$ cat src/rtl/sram_pkg.sv
// Shared definitions for the synchronous SRAM block.
//   state_e  : controller state (StInit clears the array, StIdle serves requests)
//   RdLatMin / RdLatMax : legal range of the read-latency parameter
package sram_pkg;

  typedef enum logic {
    StInit = 1'b0,
    StIdle = 1'b1
  } state_e;

  localparam int unsigned RdLatMin = 1;
  localparam int unsigned RdLatMax = 3;

endpackage

$ cat src/rtl/sram_array.sv
// Storage array: byte-enabled synchronous write, registered read.
// Ports:
//   clk, rst       : clock, async active-high reset (read register only)
//   i_we, i_waddr, i_wdata, i_wbe : write port, bit i of i_wbe gates byte i
//   i_re, i_raddr  : read port; o_rdata loads on i_re and holds otherwise
// WR_FIRST != 0 returns the merged new word when a read and write hit the
// same address in the same cycle; otherwise the old word is returned.
module sram_array #(
  parameter int unsigned DW       = 8,
  parameter int unsigned AW       = 8,
  parameter int unsigned WR_FIRST = 0
) (
  input  logic            clk,
  input  logic            rst,
  input  logic            i_we,
  input  logic [AW-1:0]   i_waddr,
  input  logic [DW-1:0]   i_wdata,
  input  logic [DW/8-1:0] i_wbe,
  input  logic            i_re,
  input  logic [AW-1:0]   i_raddr,
  output logic [DW-1:0]   o_rdata
);

  localparam int unsigned NB = DW / 8;

  // Contents are deliberately not reset; the controller clears them.
  logic [DW-1:0] r_mem [2**AW];
  logic [DW-1:0] r_rdata;
  logic [DW-1:0] w_rd_word;

  always_ff @(posedge clk) begin
    for (int i = 0; i < NB; i++) begin
      if (i_we && i_wbe[i]) r_mem[i_waddr][8*i +: 8] <= i_wdata[8*i +: 8];
    end
  end

  always_comb begin
    w_rd_word = r_mem[i_raddr];
    if ((WR_FIRST != 0) && i_we && (i_waddr == i_raddr)) begin
      for (int i = 0; i < NB; i++) begin
        if (i_wbe[i]) w_rd_word[8*i +: 8] = i_wdata[8*i +: 8];
      end
    end
  end

  always_ff @(posedge clk or posedge rst) begin
    if (rst) begin
      r_rdata <= '0;
    end else if (i_re) begin
      r_rdata <= w_rd_word;
    end
  end

  assign o_rdata = r_rdata;

endmodule

$ cat src/rtl/sram_sync.sv
// Synchronous SRAM controller: init/clear sweep, request acceptance, error
// reporting and the read-latency pipeline around sram_array.
// Ports:
//   clk, rst        : clock, async active-high reset
//   cs, wr, rd      : chip select and single-cycle requests (rd ^ wr is legal)
//   addr, din, be   : word address, write data, byte enables
//   clr             : pulse to re-clear the whole array
//   ready           : high in IDLE, i.e. when a request is accepted this cycle
//   dout/dout_valid : read data (holds between reads) and its 1-cycle strobe
//   err             : 1-cycle pulse after an illegal or dropped request
module sram_sync
  import sram_pkg::*;
#(
  parameter int unsigned DW       = 8,
  parameter int unsigned AW       = 8,
  parameter int unsigned RD_LAT   = 1,
  parameter int unsigned WR_FIRST = 0
) (
  input  logic            clk,
  input  logic            rst,
  input  logic            cs,
  input  logic            wr,
  input  logic            rd,
  input  logic [AW-1:0]   addr,
  input  logic [DW-1:0]   din,
  input  logic [DW/8-1:0] be,
  input  logic            clr,
  output logic            ready,
  output logic [DW-1:0]   dout,
  output logic            dout_valid,
  output logic            err
);

  if ((RD_LAT < RdLatMin) || (RD_LAT > RdLatMax)) begin : g_bad_rd_lat
    $error("sram_sync: RD_LAT out of range");
  end
  if ((DW % 8) != 0) begin : g_bad_dw
    $error("sram_sync: DW must be a multiple of 8");
  end

  state_e                    r_state, w_state_next;
  logic [AW-1:0]             r_clr_addr, w_clr_addr_next;
  logic                      w_req, w_acc_rd, w_acc_wr;
  logic                      r_err;
  logic [RD_LAT-1:0]         r_vld;
  logic [RD_LAT-1:0][DW-1:0] w_stage;

  logic                      w_arr_we;
  logic [AW-1:0]             w_arr_waddr;
  logic [DW-1:0]             w_arr_wdata;
  logic [DW/8-1:0]           w_arr_wbe;
  logic [DW-1:0]             w_arr_rdata;

  assign ready    = (r_state == StIdle);
  assign w_req    = cs && (rd || wr);
  assign w_acc_rd = cs && ready && rd && !wr;
  assign w_acc_wr = cs && ready && wr && !rd;

  always_comb begin
    w_state_next    = r_state;
    w_clr_addr_next = r_clr_addr;
    unique case (r_state)
      StInit: begin
        if (clr) begin
          w_clr_addr_next = '0;
        end else if (&r_clr_addr) begin
          w_state_next    = StIdle;
          w_clr_addr_next = '0;
        end else begin
          w_clr_addr_next = r_clr_addr + 1'b1;
        end
      end
      StIdle: begin
        // Reads already accepted keep flowing through the pipeline.
        if (clr) begin
          w_state_next    = StInit;
          w_clr_addr_next = '0;
        end
      end
    endcase
  end

  always_ff @(posedge clk or posedge rst) begin
    if (rst) begin
      r_state    <= StInit;
      r_clr_addr <= '0;
      r_err      <= 1'b0;
    end else begin
      r_state    <= w_state_next;
      r_clr_addr <= w_clr_addr_next;
      r_err      <= w_req && (!ready || (rd && wr));
    end
  end

  // The sweep owns the write port in INIT; no user write is accepted then.
  // A write lands at its accepting edge, so a read one cycle later already
  // sees it in the array for every RD_LAT.
  assign w_arr_we    = ready ? w_acc_wr : 1'b1;
  assign w_arr_waddr = ready ? addr : r_clr_addr;
  assign w_arr_wdata = ready ? din : '0;
  assign w_arr_wbe   = ready ? be : '1;

  sram_array #(
    .DW       (DW),
    .AW       (AW),
    .WR_FIRST (WR_FIRST)
  ) u_array (
    .clk     (clk),
    .rst     (rst),
    .i_we    (w_arr_we),
    .i_waddr (w_arr_waddr),
    .i_wdata (w_arr_wdata),
    .i_wbe   (w_arr_wbe),
    .i_re    (w_acc_rd),
    .i_raddr (addr),
    .o_rdata (w_arr_rdata)
  );

  always_ff @(posedge clk or posedge rst) begin
    if (rst) begin
      r_vld <= '0;
    end else begin
      r_vld[0] <= w_acc_rd;
      for (int s = 1; s < RD_LAT; s++) r_vld[s] <= r_vld[s-1];
    end
  end

  // Each stage loads only with a valid word, so the last stage holds dout.
  assign w_stage[0] = w_arr_rdata;
  for (genvar s = 1; s < RD_LAT; s++) begin : g_pipe
    logic [DW-1:0] r_data;
    always_ff @(posedge clk or posedge rst) begin
      if (rst) begin
        r_data <= '0;
      end else if (r_vld[s-1]) begin
        r_data <= w_stage[s-1];
      end
    end
    assign w_stage[s] = r_data;
  end

  assign dout       = w_stage[RD_LAT-1];
  assign dout_valid = r_vld[RD_LAT-1];
  assign err        = r_err;

endmodule

$ cat config.mk
export PLATFORM = sky130hd
export DESIGN_NAME = sram_sync
export DESIGN_NICKNAME = d
export VERILOG_FILES = /design/src/rtl/sram_pkg.sv /design/src/rtl/sram_array.sv /design/src/rtl/sram_sync.sv
export SDC_FILE = /design/constraint.sdc
export NUM_CORES = 2
export LEC_CHECK = 0
export CAP_MARGIN = 10
export CELL_PAD_IN_SITES_DETAIL_PLACEMENT = 2
export CELL_PAD_IN_SITES_GLOBAL_PLACEMENT = 2
export CORE_UTILIZATION = 54
export CTS_CLUSTER_SIZE = 8
export DETAILED_ROUTE_END_ITERATION = 6
export PLACE_DENSITY = 0.94
export SETUP_SLACK_MARGIN = 0.2
export SYNTH_ARGS = -nofsm -noshare
export SYNTH_HDL_FRONTEND = slang
export SYNTH_SLANG_ARGS = --single-unit
export TNS_END_PERCENT = 30
$ cat constraint.sdc
create_clock -name clk -period 15.9 [get_ports clk]
set_input_delay 2.385 -clock clk [delete_from_list [all_inputs] [get_ports clk]]
set_output_delay 2.385 -clock clk [all_outputs]
set_load 0.01 [all_outputs]
==> summary.md, run 1 <==
| Metric | Value |
|---|---|
| Yosys Warn Count | `0` |
| IO buf count | `33` |
| Synth Instances | `4076` |
| Site Rows | `142` |
| Fraction of the yosys area taken by sequential cells | `76.00%` |
| CTS root buffer | `sky130_fd_sc_hd__clkbuf_16` |
| Share of cell area taken by muxes after synthesis | `14.39%` |
| Final HPWL DP | `204.7 mm` |
| Inserted Clock Buffers | `308` |
| Die boundary width | `390.6 um` |
| Exit stage | `clock tree synthesis (4_1_cts)` |
| Buffer count from post-CTS setup fixing | `0` |
| H-tree levels | `5` |
| Status | `aborted with a tool error` |
| Placer congestion estimate | `0.8624` |
| Post-synthesis share of cell area spent on full adders, half adders and majority gates | `0.02762%` |
| Total number of clock tree sinks | `2067` |
| Simple-gate share of the synthesized area | `2.991%` |
| Total standard cell area after synthesis | `81540 um^2` |
| Leading register cell type out of synthesis | `sky130_fd_sc_hd__edfxtp_1` |
| Syn Nets | `4100` |
| Chip height | `390.6 um` |
| Share of synthesized registers carrying an async set or reset | `0.9192%` |
| Synth Area in Compound Gates | `4.121%` |
| Post-synth EDFFs | `2048` |
| #FFs+latches synth | `2067` |
| Largest family of logic cells by synthesized area | `multiplexers` |
| Number of buffers added to fix hold violations after cts | `0` |
| Number of top-level pins | `34` |
| Mean area per synthesized cell | `20.01 um^2` |
| Clock tree buffer depth | `4` |
| Starting density of the core | `54.44%` |
| First error in the log | `[ERROR DPL-0033] detailed placement checks failed during check placement.` |
| Xor/xnor cell area share of the yosys netlist | `0.03222%` |
| Unique masters post-synth | `78` |
| Resized Gates After CTS | `0` |
logic make-up after synthesis:
logic type | count (synthesis)
fa+ha+maj | 2
flops | 2067
simple gates | 563
compound gates | 469
xor+xnor | 3
buf+inv | 259
mux | 713
cells in the mapped netlist, types with 4 or more instances:
library cell / count / area (um^2)
sky130_fd_sc_hd__o22ai_1: 100 / 625.6
sky130_fd_sc_hd__o21ai_1: 4 / 20.02
sky130_fd_sc_hd__a221oi_1: 25 / 219.0
sky130_fd_sc_hd__nor3b_1: 4 / 30.03
sky130_fd_sc_hd__dfrtp_1: 19 / 475.5
sky130_fd_sc_hd__buf_6: 45 / 506.7
sky130_fd_sc_hd__buf_2: 62 / 310.3
sky130_fd_sc_hd__mux4_1: 71 / 1866
sky130_fd_sc_hd__clkbuf_8: 12 / 165.2
sky130_fd_sc_hd__o221ai_1: 61 / 534.3
sky130_fd_sc_hd__or3_1: 8 / 50.05
sky130_fd_sc_hd__nand4_1: 12 / 75.07
sky130_fd_sc_hd__nand3b_1: 6 / 45.04
sky130_fd_sc_hd__or2_2: 4 / 25.02
sky130_fd_sc_hd__nand2b_1: 4 / 25.02
sky130_fd_sc_hd__a2111oi_0: 23 / 201.4
sky130_fd_sc_hd__nor2_1: 304 / 1141
sky130_fd_sc_hd__a211oi_1: 34 / 255.2
sky130_fd_sc_hd__inv_1: 8 / 30.03
sky130_fd_sc_hd__mux2_2: 21 / 236.5
sky130_fd_sc_hd__and3_1: 4 / 25.02
sky130_fd_sc_hd__o211ai_1: 9 / 67.56
sky130_fd_sc_hd__buf_8: 21 / 315.3
sky130_fd_sc_hd__and2_1: 17 / 106.4
sky130_fd_sc_hd__clkbuf_1: 62 / 232.7
sky130_fd_sc_hd__buf_12: 7 / 140.1
sky130_fd_sc_hd__mux2i_1: 348 / 3483
sky130_fd_sc_hd__a31oi_1: 12 / 75.07
sky130_fd_sc_hd__mux4_2: 273 / 6148
sky130_fd_sc_hd__nor3_1: 33 / 165.2
sky130_fd_sc_hd__o21ai_0: 54 / 270.3
sky130_fd_sc_hd__nor4_1: 7 / 43.79
sky130_fd_sc_hd__a22oi_1: 43 / 322.8
sky130_fd_sc_hd__edfxtp_1: 2048 / 61500
sky130_fd_sc_hd__a22o_1: 13 / 113.9
sky130_fd_sc_hd__nand3_1: 20 / 100.1
sky130_fd_sc_hd__buf_4: 34 / 255.2
sky130_fd_sc_hd__buf_1: 6 / 22.52
sky130_fd_sc_hd__nor2b_1: 5 / 31.28
sky130_fd_sc_hd__nand2_1: 122 / 457.9
sky130_fd_sc_hd__a21oi_1: 53 / 265.3
per-stage QoR:
step	setup slack, ps	instance area (um^2)	cells
floorplan	9421	81540	4076
detailed placement	7933	83260	5960
global placement	8457	83240	5958
==> run 2, diff against run 1 <==
==> config.mk (replaced) <==
export PLATFORM = sky130hd
export DESIGN_NAME = sram_sync
export DESIGN_NICKNAME = d
export VERILOG_FILES = /design/src/rtl/sram_pkg.sv /design/src/rtl/sram_array.sv /design/src/rtl/sram_sync.sv
export SDC_FILE = /design/constraint.sdc
export NUM_CORES = 2
export LEC_CHECK = 0
export CAP_MARGIN = 10
export CORE_UTILIZATION = 40
export DETAILED_ROUTE_END_ITERATION = 6
export PLACE_DENSITY_LB_ADDON = 0.15
export SYNTH_ARGS = -nofsm -noshare
export SYNTH_HDL_FRONTEND = slang
export SYNTH_SLANG_ARGS = --single-unit
export TNS_END_PERCENT = 30
==> run 2 against run 1 <==
Net effect:
- synthesized cell count stayed put
- the flow now finishes, with violations (max-capacitance violations, max-slew violations)
- area after synthesis unchanged
==> summary.md, run 2 <==
| Metric | Value |
|---|---|
| Detailed-route wire length | `225.5 mm` |
| Area share of the leading cell type in the synthesized netlist | `75.42% (unchanged)` |
| Leakage | `30.88 nW` |
| TritonCTS clock tree | `yes` |
| Storage cell area | `61970 um^2` |
| Cell total after placement | `6626 (was 5960)` |
| Endpoints failing hold | `0` |
| Largest stage delay on the critical path | `1000 ps` |
| Cell family with the largest share of critical-path delay | `buffers and inverters` |
| Type of the worst min-delay path | `reg2reg` |
| Drt pass-1 iters | `7` |
| CP Class | `in2reg` |
| #FFs+latches synth | `2067 (unchanged)` |
| Layout filler cell count | `17176` |
| Chip height | `453.5 um (was 390.6 um)` |
| Mean area per synthesized cell | `20.01 um^2 (unchanged)` |
| Final layout net count | `4194` |
| Unique masters post-synth | `78 (unchanged)` |
| Skew final | `40.57 ps` |
| Commonest cells in the synthesized netlist | `2048 x sky130_fd_sc_hd__edfxtp_1, 348 x sky130_fd_sc_hd__mux2i_1, 304 x sky130_fd_sc_hd__nor2_1, 273 x sky130_fd_sc_hd__mux4_2, 122 x sky130_fd_sc_hd__nand2_1 (unchanged)` |
| Failing checks | `max-capacitance violations, max-slew violations` |
| Remaining number of nets flagged by the antenna check after routing | `0` |
| Data required time at the worst endpoint | `16640 ps` |
| Pwr dens | `124.7 nW/um^2` |
| Number of failing setup endpoints in the final timing report | `0` |
| Critical path peak fanout | `86` |
| Share of synthesized registers carrying an async set or reset | `0.9192% (unchanged)` |
| Die boundary width | `453.5 um (was 390.6 um)` |
| Startpoint type of the worst setup path | `input port` |
| Global Route Usage Sum | `21.81%` |
| Site Rows | `165 (was 142)` |
| Resized Gates After CTS | `0 (unchanged)` |
| Data arrival, critical path | `7260 ps` |
| Total power consumption of the routed design | `0.01138 W` |
| Origin of the critical flop-to-flop path | `ready$_DFF_PP0_` |
| Total standard cell area after synthesis | `81540 um^2 (unchanged)` |
| CTS root buffer | `sky130_fd_sc_hd__clkbuf_16 (unchanged)` |
| Wire length of the first global-routing pass | `317.5 mm` |
| Max-slew headroom | `-7.276%` |
| IO buf count | `33 (unchanged)` |
| WHS | `611.5 ps` |
| Total number of clock tree sinks | `2067 (unchanged)` |
| RSZ-0062 raised after global routing | `no` |
| Final min period | `6523 ps` |
| Measured slew at the worst slew-check pin | `1569 ps` |
| Pin count of the biggest net entering global routing | `206` |
| Average via count per standard cell | `5.770` |
| Number of max-slew violations in the final report | `2` |
| Number of top-level pins | `34 (unchanged)` |
| Overall die area | `205700 um^2` |
| Starting DRC count in detailed routing | `4230` |
| Post-route clock period utilization | `41.03%` |
| Setup tns final | `0 ps` |
| Max capacitance violation total | `1` |
| Syn Nets | `4100 (unchanged)` |
| Post-synth EDFFs | `2048 (unchanged)` |
| DRC viols | `0` |
| Total core area | `202300 um^2` |
| Leading register cell type out of synthesis | `sky130_fd_sc_hd__edfxtp_1 (unchanged)` |
| Worst hold path startpoint | `r_clr_addr[7]$_DFFE_PP0P_` |
| Achievable clock frequency | `153.3 MHz` |
| Area of placed instances | `84190 um^2 (was 83260 um^2)` |
| Clock latency on the worst-skew pair | `840 ps` |
| Yosys Warn Count | `0 (unchanged)` |
| Avg WL per Cell | `32.10 um` |
| Clock tree buffer depth | `3 (was 4)` |
| Slowest stage cell, crit path | `sky130_fd_sc_hd__o21ai_0` |
| Global route overflow | `0` |
| Buffer count from post-CTS setup fixing | `0 (unchanged)` |
| H-tree levels | `4 (was 5)` |
| Flip-flop count of the largest register, all copies and words added | `2048` |
| Proportion of layout cells with a drive suffix above 1 | `17.13%` |
| Inserted Clock Buffers | `214 (was 308)` |
| Most numerous cell on the critical path | `sky130_fd_sc_hd__buf_4` |
| Footprint of the multi-input gates | `17670 um^2` |
| Top cells by area in the synthesized netlist | `sky130_fd_sc_hd__edfxtp_1 75%, sky130_fd_sc_hd__mux4_2 7.5%, sky130_fd_sc_hd__mux2i_1 4.3% (unchanged)` |
| CP Cell Sequence | `buf_8, buf_4, buf_12, buf_4, mux4_2, o22ai_1, o21ai_0, and4_1, nand3_1, o211ai_1` |
| Commonest non-fill, non-tap cell in the layout | `sky130_fd_sc_hd__edfxtp_1` |
| Layout Cell Area excl Fill | `91230 um^2` |
| Register bank with the most flops | `u_array.r_mem` |
| Cell with the most instances after synthesis | `sky130_fd_sc_hd__edfxtp_1 (unchanged)` |
| Status | `finished with violations (was aborted with a tool error)` |
| Placer congestion estimate | `0.7992 (was 0.8624)` |
| Starting density of the core | `40.30% (was 54.44%)` |
| Via count of the first global-routing pass | `40448` |
| Initial antenna violation count | `17` |
| Fraction of the yosys area taken by sequential cells | `76.00% (unchanged)` |
| Via count | `40539` |
| Worst Path Buf+Inv | `4` |
| Final HPWL DP | `135.2 mm (was 204.7 mm)` |
| Type of element capturing the critical path | `flip-flop` |
| Number of standard cells in the layout, taps in and fillers out | `7026` |
| Area Growth Syn to Fin | `11.88%` |
| IR Drop Worst-Case VDD | `0.09896 mV` |
| Synth Instances | `4076 (unchanged)` |
| Most used cells in the layout excluding fill and tap cells | `2048 x sky130_fd_sc_hd__edfxtp_1, 348 x sky130_fd_sc_hd__mux2i_1, 303 x sky130_fd_sc_hd__nor2_1` |
| Beginning of the critical path | `addr[1]` |
| Number of buffers added to fix hold violations after cts | `0 (unchanged)` |
| Yosys top cell by area | `sky130_fd_sc_hd__edfxtp_1 (unchanged)` |
| Clock transition time at the flip-flop clock pins of the worst setup and hold paths | `60 ps` |
-- run 2: cell counts after synthesis --
Identical to the previous run, type by type.
-- run 2: cell type report --
class / instances / area share, %
sequential: 2067 / 67.93
multi-input combinational: 1750 / 19.37
clock buffer: 276 / 6.375
tap: 2672 / 3.665
clock inverter: 119 / 1.323
timing repair buffer: 127 / 1.282
inverter: 10 / 0.04389
antenna: 5 / 0.01371
-- run 2: kinds of logic (layout without fill, tap and decap cells) --
group	count (synthesis)	in the layout	share of synthesized area [%]
AND/OR/NAND/NOR	563	563	2.991
XOR/XNOR	3	3	0.03223
other	0	5	0
buffers and inverters	259	532	2.435
adder cells (fa/ha/maj)	2	2	0.02762
multiplexers	713	713	14.39
AO/OA/AOI/OAI	469	469	4.121
flip-flops	2067	2067	76.00
-- run 2: metal layers --
| metal | wire [um] | up-vias | global-route usage, % |
|---|---|---|---|
| li1 | - | 17128 | - |
| met1 | 97340 | 21731 | 30.73 |
| met2 | 109200 | 1399 | 35.38 |
| met3 | 13000 | 281 | 3.178 |
| met4 | 5942 | 0 | 5.939 |
| met5 | 0 | - | 0 |
-- run 2: power breakdown --
| group | total (W) | internal [W] | switching, W |
|---|---|---|---|
| clock network | 0.00504 | 0.00294 | 0.00209 |
| logic | 0.000430 | 0.000154 | 0.000276 |
| registers | 0.00591 | 0.00591 | 0.00000648 |
| total | 0.0114 | 0.00900 | 0.00238 |
-- run 2: final timing paths --
check                                                  end  slack, ps  cells after the start
max                         u_array.o_rdata[3]$_DFFE_PP0P_       9380                     10
min                              r_clr_addr[7]$_DFFE_PP0P_        610                      1
max reg2reg                u_array.r_mem[124][4]$_DFFE_PP_      11380                      6
min reg2reg                      r_clr_addr[7]$_DFFE_PP0P_        610                      1
max in group asynchronous             dout_valid$_DFF_PP0_      13470                      3
min in group asynchronous   u_array.o_rdata[6]$_DFFE_PP0P_       2100                      3
-- run 2: worst reg2reg max path: cells and delay by family, from the launching register on --
kind | cells | cell delay [ps]
compound gates | 2 | 970
buf+inv | 2 | 1150
flops | 1 | 380
simple gates | 2 | 1620
-- run 2: per-stage QoR --
stage	utilization (%)	setup WS, ps
2_1_floorplan	-	9421
5_1_grt	45.09	9123
3_3_place_gp	41.61	8463
3_5_place_dp	41.61	8487
6_report	45.09	9377
4_1_cts	45.09	9392
No activity file was read; power rests on OpenSTA's default activity.
